<file path="src/rtl/simple_processor_pkg.sv">
// Shared types and widths for the simple processor core.
package simple_processor_pkg;

  localparam int unsigned DATA_WIDTH     = 32;
  localparam int unsigned REG_ADDR_WIDTH = 5;

  typedef enum logic [2:0] {
    FUNC_ADDI  = 3'd0,
    FUNC_ADD   = 3'd1,
    FUNC_SUB   = 3'd2,
    FUNC_AND   = 3'd3,
    FUNC_OR    = 3'd4,
    FUNC_XOR   = 3'd5,
    FUNC_LOAD  = 3'd6,
    FUNC_STORE = 3'd7
  } func_t;

  typedef enum logic [1:0] {
    IDLE = 2'd0,
    READ = 2'd1,
    EXEC = 2'd2,
    WB   = 2'd3
  } math_ctrl_state_t;

  // True for the operations handled by the integer math path.
  function automatic logic is_math_func(input func_t f);
    return (f == FUNC_ADDI) || (f == FUNC_ADD) || (f == FUNC_SUB);
  endfunction

endpackage

</file>
<file path="src/rtl/math_exec_ctrl_alu_math.sv">
// Combinational ADDI/ADD/SUB unit; arithmetic wraps modulo 2^DATA_WIDTH.
module alu_math
  import simple_processor_pkg::*;
#(
  parameter int unsigned DATA_WIDTH = simple_processor_pkg::DATA_WIDTH,
  parameter int unsigned IMM_WIDTH  = 6
) (
  input  func_t                 func,
  input  logic [DATA_WIDTH-1:0] a,
  input  logic [DATA_WIDTH-1:0] b,
  input  logic [IMM_WIDTH-1:0]  imm,
  output logic [DATA_WIDTH-1:0] result_c
);

  logic [DATA_WIDTH-1:0] imm_ext;

  assign imm_ext = {{(DATA_WIDTH - IMM_WIDTH){imm[IMM_WIDTH-1]}}, imm};

  always_comb begin
    result_c = '0;
    case (func)
      FUNC_ADDI: result_c = a + imm_ext;
      FUNC_ADD:  result_c = a + b;
      FUNC_SUB:  result_c = a - b;
      default:   result_c = '0;
    endcase
  end

endmodule

</file>
<file path="src/rtl/math_exec_ctrl.sv">
// Execute-stage sequencer: decode handshake -> RF read -> alu_math -> RF writeback.
module math_exec_ctrl
  import simple_processor_pkg::*;
#(
  parameter int unsigned DATA_WIDTH     = simple_processor_pkg::DATA_WIDTH,
  parameter int unsigned REG_ADDR_WIDTH = simple_processor_pkg::REG_ADDR_WIDTH,
  parameter int unsigned IMM_WIDTH      = 6
) (
  input  logic                      clk_i,
  input  logic                      arst_ni,
  input  logic                      instr_valid_i,
  output logic                      instr_ready_o,
  input  func_t                     func_i,
  input  logic [REG_ADDR_WIDTH-1:0] rd_addr_i,
  input  logic [REG_ADDR_WIDTH-1:0] rs1_addr_i,
  input  logic [REG_ADDR_WIDTH-1:0] rs2_addr_i,
  input  logic [IMM_WIDTH-1:0]      imm_i,
  output logic                      rf_rd_en_o,
  output logic [REG_ADDR_WIDTH-1:0] rf_rs1_addr_o,
  output logic [REG_ADDR_WIDTH-1:0] rf_rs2_addr_o,
  input  logic [DATA_WIDTH-1:0]     rf_rs1_data_i,
  input  logic [DATA_WIDTH-1:0]     rf_rs2_data_i,
  output logic                      wb_valid_o,
  input  logic                      wb_ready_i,
  output logic [REG_ADDR_WIDTH-1:0] wb_addr_o,
  output logic [DATA_WIDTH-1:0]     wb_data_o,
  output logic                      illegal_o,
  output logic                      busy_o,
  output logic [31:0]               retired_count_o
);

  localparam int unsigned CNT_WIDTH = 32;

  math_ctrl_state_t state_q, state_d;
  func_t                     func_q, func_d;
  logic [REG_ADDR_WIDTH-1:0] rd_q, rd_d;
  logic [IMM_WIDTH-1:0]      imm_q, imm_d;
  logic [REG_ADDR_WIDTH-1:0] rs1_d, rs2_d, wb_addr_d;
  logic [DATA_WIDTH-1:0]     wb_data_d, alu_result_c;
  logic [CNT_WIDTH-1:0]      cnt_d;
  logic                      ready_d, rd_en_d, wb_valid_d, illegal_d, busy_d;

  alu_math #(
    .DATA_WIDTH (DATA_WIDTH),
    .IMM_WIDTH  (IMM_WIDTH)
  ) u_alu_math (
    .func     (func_q),
    .a        (rf_rs1_data_i),
    .b        (rf_rs2_data_i),
    .imm      (imm_q),
    .result_c (alu_result_c)
  );

  always_ff @(posedge clk_i or negedge arst_ni) begin
    if (!arst_ni) begin
      state_q         <= IDLE;
      func_q          <= FUNC_ADDI;
      rd_q            <= '0;
      imm_q           <= '0;
      instr_ready_o   <= 1'b1;
      rf_rd_en_o      <= 1'b0;
      rf_rs1_addr_o   <= '0;
      rf_rs2_addr_o   <= '0;
      wb_valid_o      <= 1'b0;
      wb_addr_o       <= '0;
      wb_data_o       <= '0;
      illegal_o       <= 1'b0;
      busy_o          <= 1'b0;
      retired_count_o <= '0;
    end else begin
      state_q         <= state_d;
      func_q          <= func_d;
      rd_q            <= rd_d;
      imm_q           <= imm_d;
      instr_ready_o   <= ready_d;
      rf_rd_en_o      <= rd_en_d;
      rf_rs1_addr_o   <= rs1_d;
      rf_rs2_addr_o   <= rs2_d;
      wb_valid_o      <= wb_valid_d;
      wb_addr_o       <= wb_addr_d;
      wb_data_o       <= wb_data_d;
      illegal_o       <= illegal_d;
      busy_o          <= busy_d;
      retired_count_o <= cnt_d;
    end
  end

  always_comb begin
    state_d    = state_q;
    func_d     = func_q;
    rd_d       = rd_q;
    imm_d      = imm_q;
    rs1_d      = rf_rs1_addr_o;
    rs2_d      = rf_rs2_addr_o;
    wb_addr_d  = wb_addr_o;
    wb_data_d  = wb_data_o;
    cnt_d      = retired_count_o;
    illegal_d  = 1'b0;
    ready_d    = 1'b0;
    rd_en_d    = 1'b0;
    wb_valid_d = 1'b0;
    busy_d     = 1'b0;

    case (state_q)
      IDLE: begin
        if (instr_valid_i && instr_ready_o) begin
          func_d = func_i;
          rd_d   = rd_addr_i;
          rs1_d  = rs1_addr_i;
          rs2_d  = rs2_addr_i;
          imm_d  = imm_i;
          if (is_math_func(func_i)) state_d = READ;
          else                      illegal_d = 1'b1;
        end
      end
      READ: state_d = EXEC;
      EXEC: begin
        wb_data_d = alu_result_c;
        wb_addr_d = rd_q;
        // Writes to x0 are dropped but still retire.
        if (rd_q == '0) begin
          cnt_d   = retired_count_o + CNT_WIDTH'(1);
          state_d = IDLE;
        end else begin
          state_d = WB;
        end
      end
      WB: begin
        if (wb_valid_o && wb_ready_i) begin
          cnt_d   = retired_count_o + CNT_WIDTH'(1);
          state_d = IDLE;
        end
      end
      default: state_d = IDLE;
    endcase

    // Handshake/status outputs are registered decodes of the next state.
    ready_d    = (state_d == IDLE);
    rd_en_d    = (state_d == READ);
    wb_valid_d = (state_d == WB);
    busy_d     = (state_d != IDLE);
  end

endmodule
</file>
<file path="config.mk">
export PLATFORM = sky130hd
export DESIGN_NAME = math_exec_ctrl
export DESIGN_NICKNAME = d
export VERILOG_FILES = /design/src/rtl/simple_processor_pkg.sv /design/src/rtl/math_exec_ctrl_alu_math.sv /design/src/rtl/math_exec_ctrl.sv
export SDC_FILE = /design/constraint.sdc
export NUM_CORES = 1
export LEC_CHECK = 0
export CAP_MARGIN = 20
export CORE_MARGIN = 2
export CORE_UTILIZATION = 48
export DETAILED_ROUTE_END_ITERATION = 8
export PLACE_DENSITY = 0.79
export SLEW_MARGIN = 20
export SYNTH_ARGS = -nofsm -noshare
export SYNTH_HDL_FRONTEND = slang
export SYNTH_SLANG_ARGS = --single-unit
export TNS_END_PERCENT = 100
</file>
<file path="constraint.sdc">
create_clock -name clk_i -period 4.5 [get_ports clk_i]
set_input_delay 1.35 -clock clk_i [delete_from_list [all_inputs] [get_ports clk_i]]
set_output_delay 1.35 -clock clk_i [all_outputs]
set_load 0.005 [all_outputs]
</file>
# Word level (Yosys, flattened, before mapping)
# Index checks and enable logic that the tools add are counted.
# op_classes
addsub	4
reduce_logical	13
n_mux	12
n_eq_ne	11
# op_table
operator	n
32-bit case mux with 3 select lines	1
32-bit adder	2
32-bit 2-to-1 mux	2
32-bit case mux with 2 select lines	1
32-bit by 1-bit adder with 32-bit output (second input constant)	1
32-bit subtractor	1
2-bit 2-to-1 mux	4
2-bit case mux with 4 select lines	1
2-bit equality test (second input constant)	3
3-bit by 1-bit equality test with 1-bit output (second input constant)	2
3-bit by 2-bit equality test with 1-bit output (second input constant)	2
3-bit zero test	2
5-bit zero test	1
2-bit by 1-bit equality test with 1-bit output (second input constant)	2
2-bit zero test	2
2-bit != test (second input constant)	2
2-bit nonzero test	2
1-bit 2-to-1 mux	3
3-bit AND reduction	1
1-bit logical AND	2
1-bit logical OR	2
2-bit AND reduction	1
# word_totals
wordCells	54
out_inout_bits	84
reg_bits	100

# Depth between registers and ports, before layout
# depth
depth_word	7
ltp_mapped	19
ltp_nobuf	18

# By module
# From an unflattened synthesis, not the netlist that was laid out.
# hier_totals
hier_cells	857
hier_area_um2	7379.6
# modules_own_cells
module	area_per_inst_um2	cells_each	instances	seq_area_each_um2
math_exec_ctrl	4151.5	347	1	2503.7
alu_math	3228.1	510	1	0.0

# Worst setup path before layout
# No wires, ideal clock.
# synth_timing
kind	input -> register
startpoint	input rf_rs2_data_i[10]
endpoint	register wb_data_o[30]
setup_time_ns	0.087
stages	16
arrival_time_ns	4.544
t_required_ns	4.413
path_slack_ns	-0.131
cell_sequence	buf_2 -> nor4_1 -> nand2_1 -> nor2_1 -> nand2_1 -> or3_1 -> o41ai_1 -> a21oi_1 -> ha_1 -> clkbuf_1 -> nand4_1 -> or2_2 -> o21ai_0 -> o22ai_1 -> a2111o_1 -> o211ai_1
# synth_between
elab_chain_cells	2
word_cells_on_any_way	3
# synth_lines
item	line_no	source
start, declared	math_exec_ctrl.sv:22	input logic [DATA_WIDTH-1:0] rf_rs2_data_i,
32-bit subtractor or 32-bit adder (tied branches)	math_exec_ctrl_alu_math.sv:24, math_exec_ctrl_alu_math.sv:23	
32-bit case mux with 3 select lines *	math_exec_ctrl_alu_math.sv:21	case (func)
end signal, assigned	math_exec_ctrl.sv:81	wb_data_o <= wb_data_d;
end, declared	math_exec_ctrl.sv:26	output logic [DATA_WIDTH-1:0] wb_data_o,
# Mark *: on every way between the ends. The rest lies on a longest branch, timed or not.
# A chain may end at the register's enable or synchronous reset.

# Final worst setup path
# layout_timing
startpoint	input rf_rs2_data_i[4]
endpoint	register wb_data_o[24]
# Same word-level chain as after synthesis.

==> flow_summary.json <==
{
  "status": "finished, violations left",
  "violations": "negative setup slack",
  "drt_wl_total_um": 22100,
  "maxSlewViolCount": 0,
  "crit_type": "in -> reg",
  "min_period_over_period": 1.02,
  "vias": 7232,
  "cp_top_family": "simple AND/OR/NAND/NOR gates",
  "synth_warnings": 0,
  "viasPerCell": 5.75,
  "drc": 0,
  "timing.final.ws_setup_ps": -84.8,
  "initial_core_util": 0.485,
  "syn_nets": 876,
  "post-route-util": 0.765,
  "antenna_found_initial": 0,
  "leakage_nw": 4.64,
  "core_sq_mm": 0.0137,
  "io_buffers": 175,
  "track_usage": 0.291,
  "grt_pass1_vias": 7049,
  "nFillCells": 963,
  "clockBufferDepth": 2,
  "seqCellArea_sq_mm": 0.00250,
  "ant_nets": 0,
  "gp_congestion": 0.955,
  "synth_top_area_frac": 0.372,
  "synthArstFlopShare": 1.00,
  "drive_above_1_share": 0.275,
  "synth_most_common_cell": "dfrtp_1",
  "first_pass_iters": 5,
  "layout_min_cycle_time_ps": 4580,
  "nets": 1206,
  "maxCapViolations": 0,
  "crit_required_ps": 4750,
  "finalSetupViolCount": 7,
  "grt_pass1_wl_um": 34200,
  "synth_flop_cell": "dfrtp_1",
  "setup_tns_ps": -271,
  "rows": 43,
  "hold_class": "reg -> reg",
  "cp_num_cells": 18,
  "cp_slowest_stage_delay_ps": 390,
  "synth_commonest_cells": "99 x dfrtp_1, 94 x nand2_1, 60 x o21ai_0, 49 x a21oi_1, 48 x nor2_1",
  "netlist_instances": 743,
  "max_freq_ghz": 0.218,
  "mappedNetlistArea_sq_mm": 0.00666,
  "timing.final.hold_violations": 0,
  "synth_top_cells_by_area": "dfrtp_1 37%, ha_1 7.5%, nand2_1 5.3%",
  "clk_pin_slew_ps": 70,
  "dp_hpwl_um": 15900,
  "rsz0062_at_grt": "yes",
  "cts_hold_buf": 0,
  "die_width_um": 122,
  "hold_depth": 2,
  "yosysSeqAreaShare": 0.376,
  "slew_headroom": 0.345,
  "reg2regPathDepth": 15,
  "cts_made_buffers": 9,
  "clock_latency_ps": 360,
  "antennaDiodeCount": 0,
  "finalClockSkew_ps": 9.40,
  "vdd_drop_max_mv": 0.517,
  "worst_slew_pin_slew_ps": 980,
  "cp.arrival_ps": 4830,
  "critical_path.endpoint_type": "register",
  "synth_top_area_cell": "dfrtp_1",
  "htreeDepth": 3,
  "io_pins": 176,
  "cp_slowest_cell": "or3_1",
  "grt-ovfl-total": 0,
  "multi_input_area_sq_mm": 0.00436,
  "cp_cell_sequence": "buf_8 -> nor4_4 -> nand3b_1 -> or2b_1 -> buf_6 -> nor3_2 -> o32ai_1 -> a21oi_1 -> ha_1 -> buf_6 -> nor3_4 -> a311oi_2 -> o311ai_2 -> buf_4 -> o211a_4 -> nor3_2 -> or3_1 -> a32o_1",
  "tritoncts": "built",
  "area_delta_synth_final_pct": 57.6,
  "critPathLaunchType": "input port",
  "root_buffer": "clkbuf_16",
  "die_y_um": 122,
  "syn_area_per_cell_sq_um": 8.96,
  "synth.distinct_cells": 70,
  "wl_per_cell_um": 17.6,
  "total_power_mw": 8.41,
  "path_buf_inv": 4,
  "cts_num_sinks": 100,
  "dieArea_sq_mm": 0.0148,
  "crit_fanout": 4,
  "grt_max_degree": 54,
  "drt-initial-drc-count": 538,
  "synth_edf_count": 0,
  "ys_ff_latch": 100,
  "p_per_area_mw_per_mm2": 802
}
-- stage by stage --
step	area, sq um	hold WS (ps)	worst slack [ps]	std cells
final	10500	487	-84.8	1258
after CTS	10300	488	-32.8	1250
after global routing	10500	519	-325	1258
after global placement	9630	463	-756	1212
after floorplan	6700	468	-21.5	743
after detailed placement	9630	473	-858	1212
-- timing repair --
| action | CTS | global route |
|---|---|---|
| resized for setup | 78 | 52 |
| pin swaps | 30 | 31 |
| endpoints found under the hold margin | 0 | 0 |
| setup buffers | 22 | 10 |
| setup endpoints to repair | 18 | 14 |
-- power by group --
group | switching [mW] | internal [mW] | total [mW]
clock network | 0.363 | 0.414 | 0.777
logic | 3.02 | 3.21 | 6.23
registers | 0.215 | 1.19 | 1.40
-- path summary, 6_finish.rpt --
check / end / start / slack (ps)
max in group asynchronous: wb_data_o[14] / arst_ni / 2680
setup / recovery: wb_data_o[24] / rf_rs2_data_i[4] / -80
hold / removal: wb_data_o[17] / wb_data_o[17] / 490
hold reg to reg: wb_data_o[17] / wb_data_o[17] / 490
setup reg to reg: wb_data_o[30] / func_q[1] / 530
min in group asynchronous: retired_count_o[7] / arst_ni / 1020
-- layout make-up --
| cell class | instances | area share |
|---|---|---|
| timing repair buffer | 347 | 0.289 |
| sequential | 100 | 0.239 |
| multi-input combinational | 593 | 0.416 |
| clock buffer | 13 | 0.0248 |
| clock inverter | 3 | 0.00274 |
| inverter | 22 | 0.00787 |
| tap | 180 | 0.0215 |
-- sequential cells by signal, summed over array words and instances, names as in the netlist, 3 cells and up --
signal,cells
wb_data_o,32
imm_q,6
rf_rs1_addr_o,5
retired_count_o,32
rd_q,5
wb_addr_o,5
rf_rs2_addr_o,5
func_q,3
-- routing by layer --
layer,wire [um],GRT usage,vias to the layer above
met5,0,0,-
met4,712,0.106,0
met3,1290,0.0346,74
met2,11100,0.514,293
met1,9010,0.367,3489
li1,-,-,3376
-- cells by family after synthesis --
family,synth area share
AND/OR/NAND/NOR,0.185
multiplexers,0.0440
adder cells (fa/ha/maj),0.0782
buffers and inverters,0.0295
flip-flops,0.376
XOR/XNOR,0.0815
AO/OA/AOI/OAI,0.206
-- placed cells by master, fill, tap and decap left out, types with 17 or more instances in the layout --
cell / count
nand3_1: 19
nor2_1: 47
o21ai_0: 48
ha_1: 37
a21o_1: 17
xnor2_1: 39
inv_1: 20
a21oi_1: 40
nand2_1: 91
buf_4: 168
mux2_2: 26
dfrtp_1: 99
xor2_1: 23
clkdlybuf4s50_1: 157
-- worst reg2reg max path, cell delays in order, from the launching register on --
cell and delay (ps):
dfrtp_1 510, nor3b_1 290, nor2_1 130, and2_1 180
a221o_1 310, fa_1 470, nor2b_4 160, o2111ai_2 150
a2111oi_2 310, buf_4 170, o311ai_2 100, buf_4 170
o211a_4 260, o21a_4 230, a2111o_1 360, o211ai_1 90
Power figures use the tool's default switching activity.
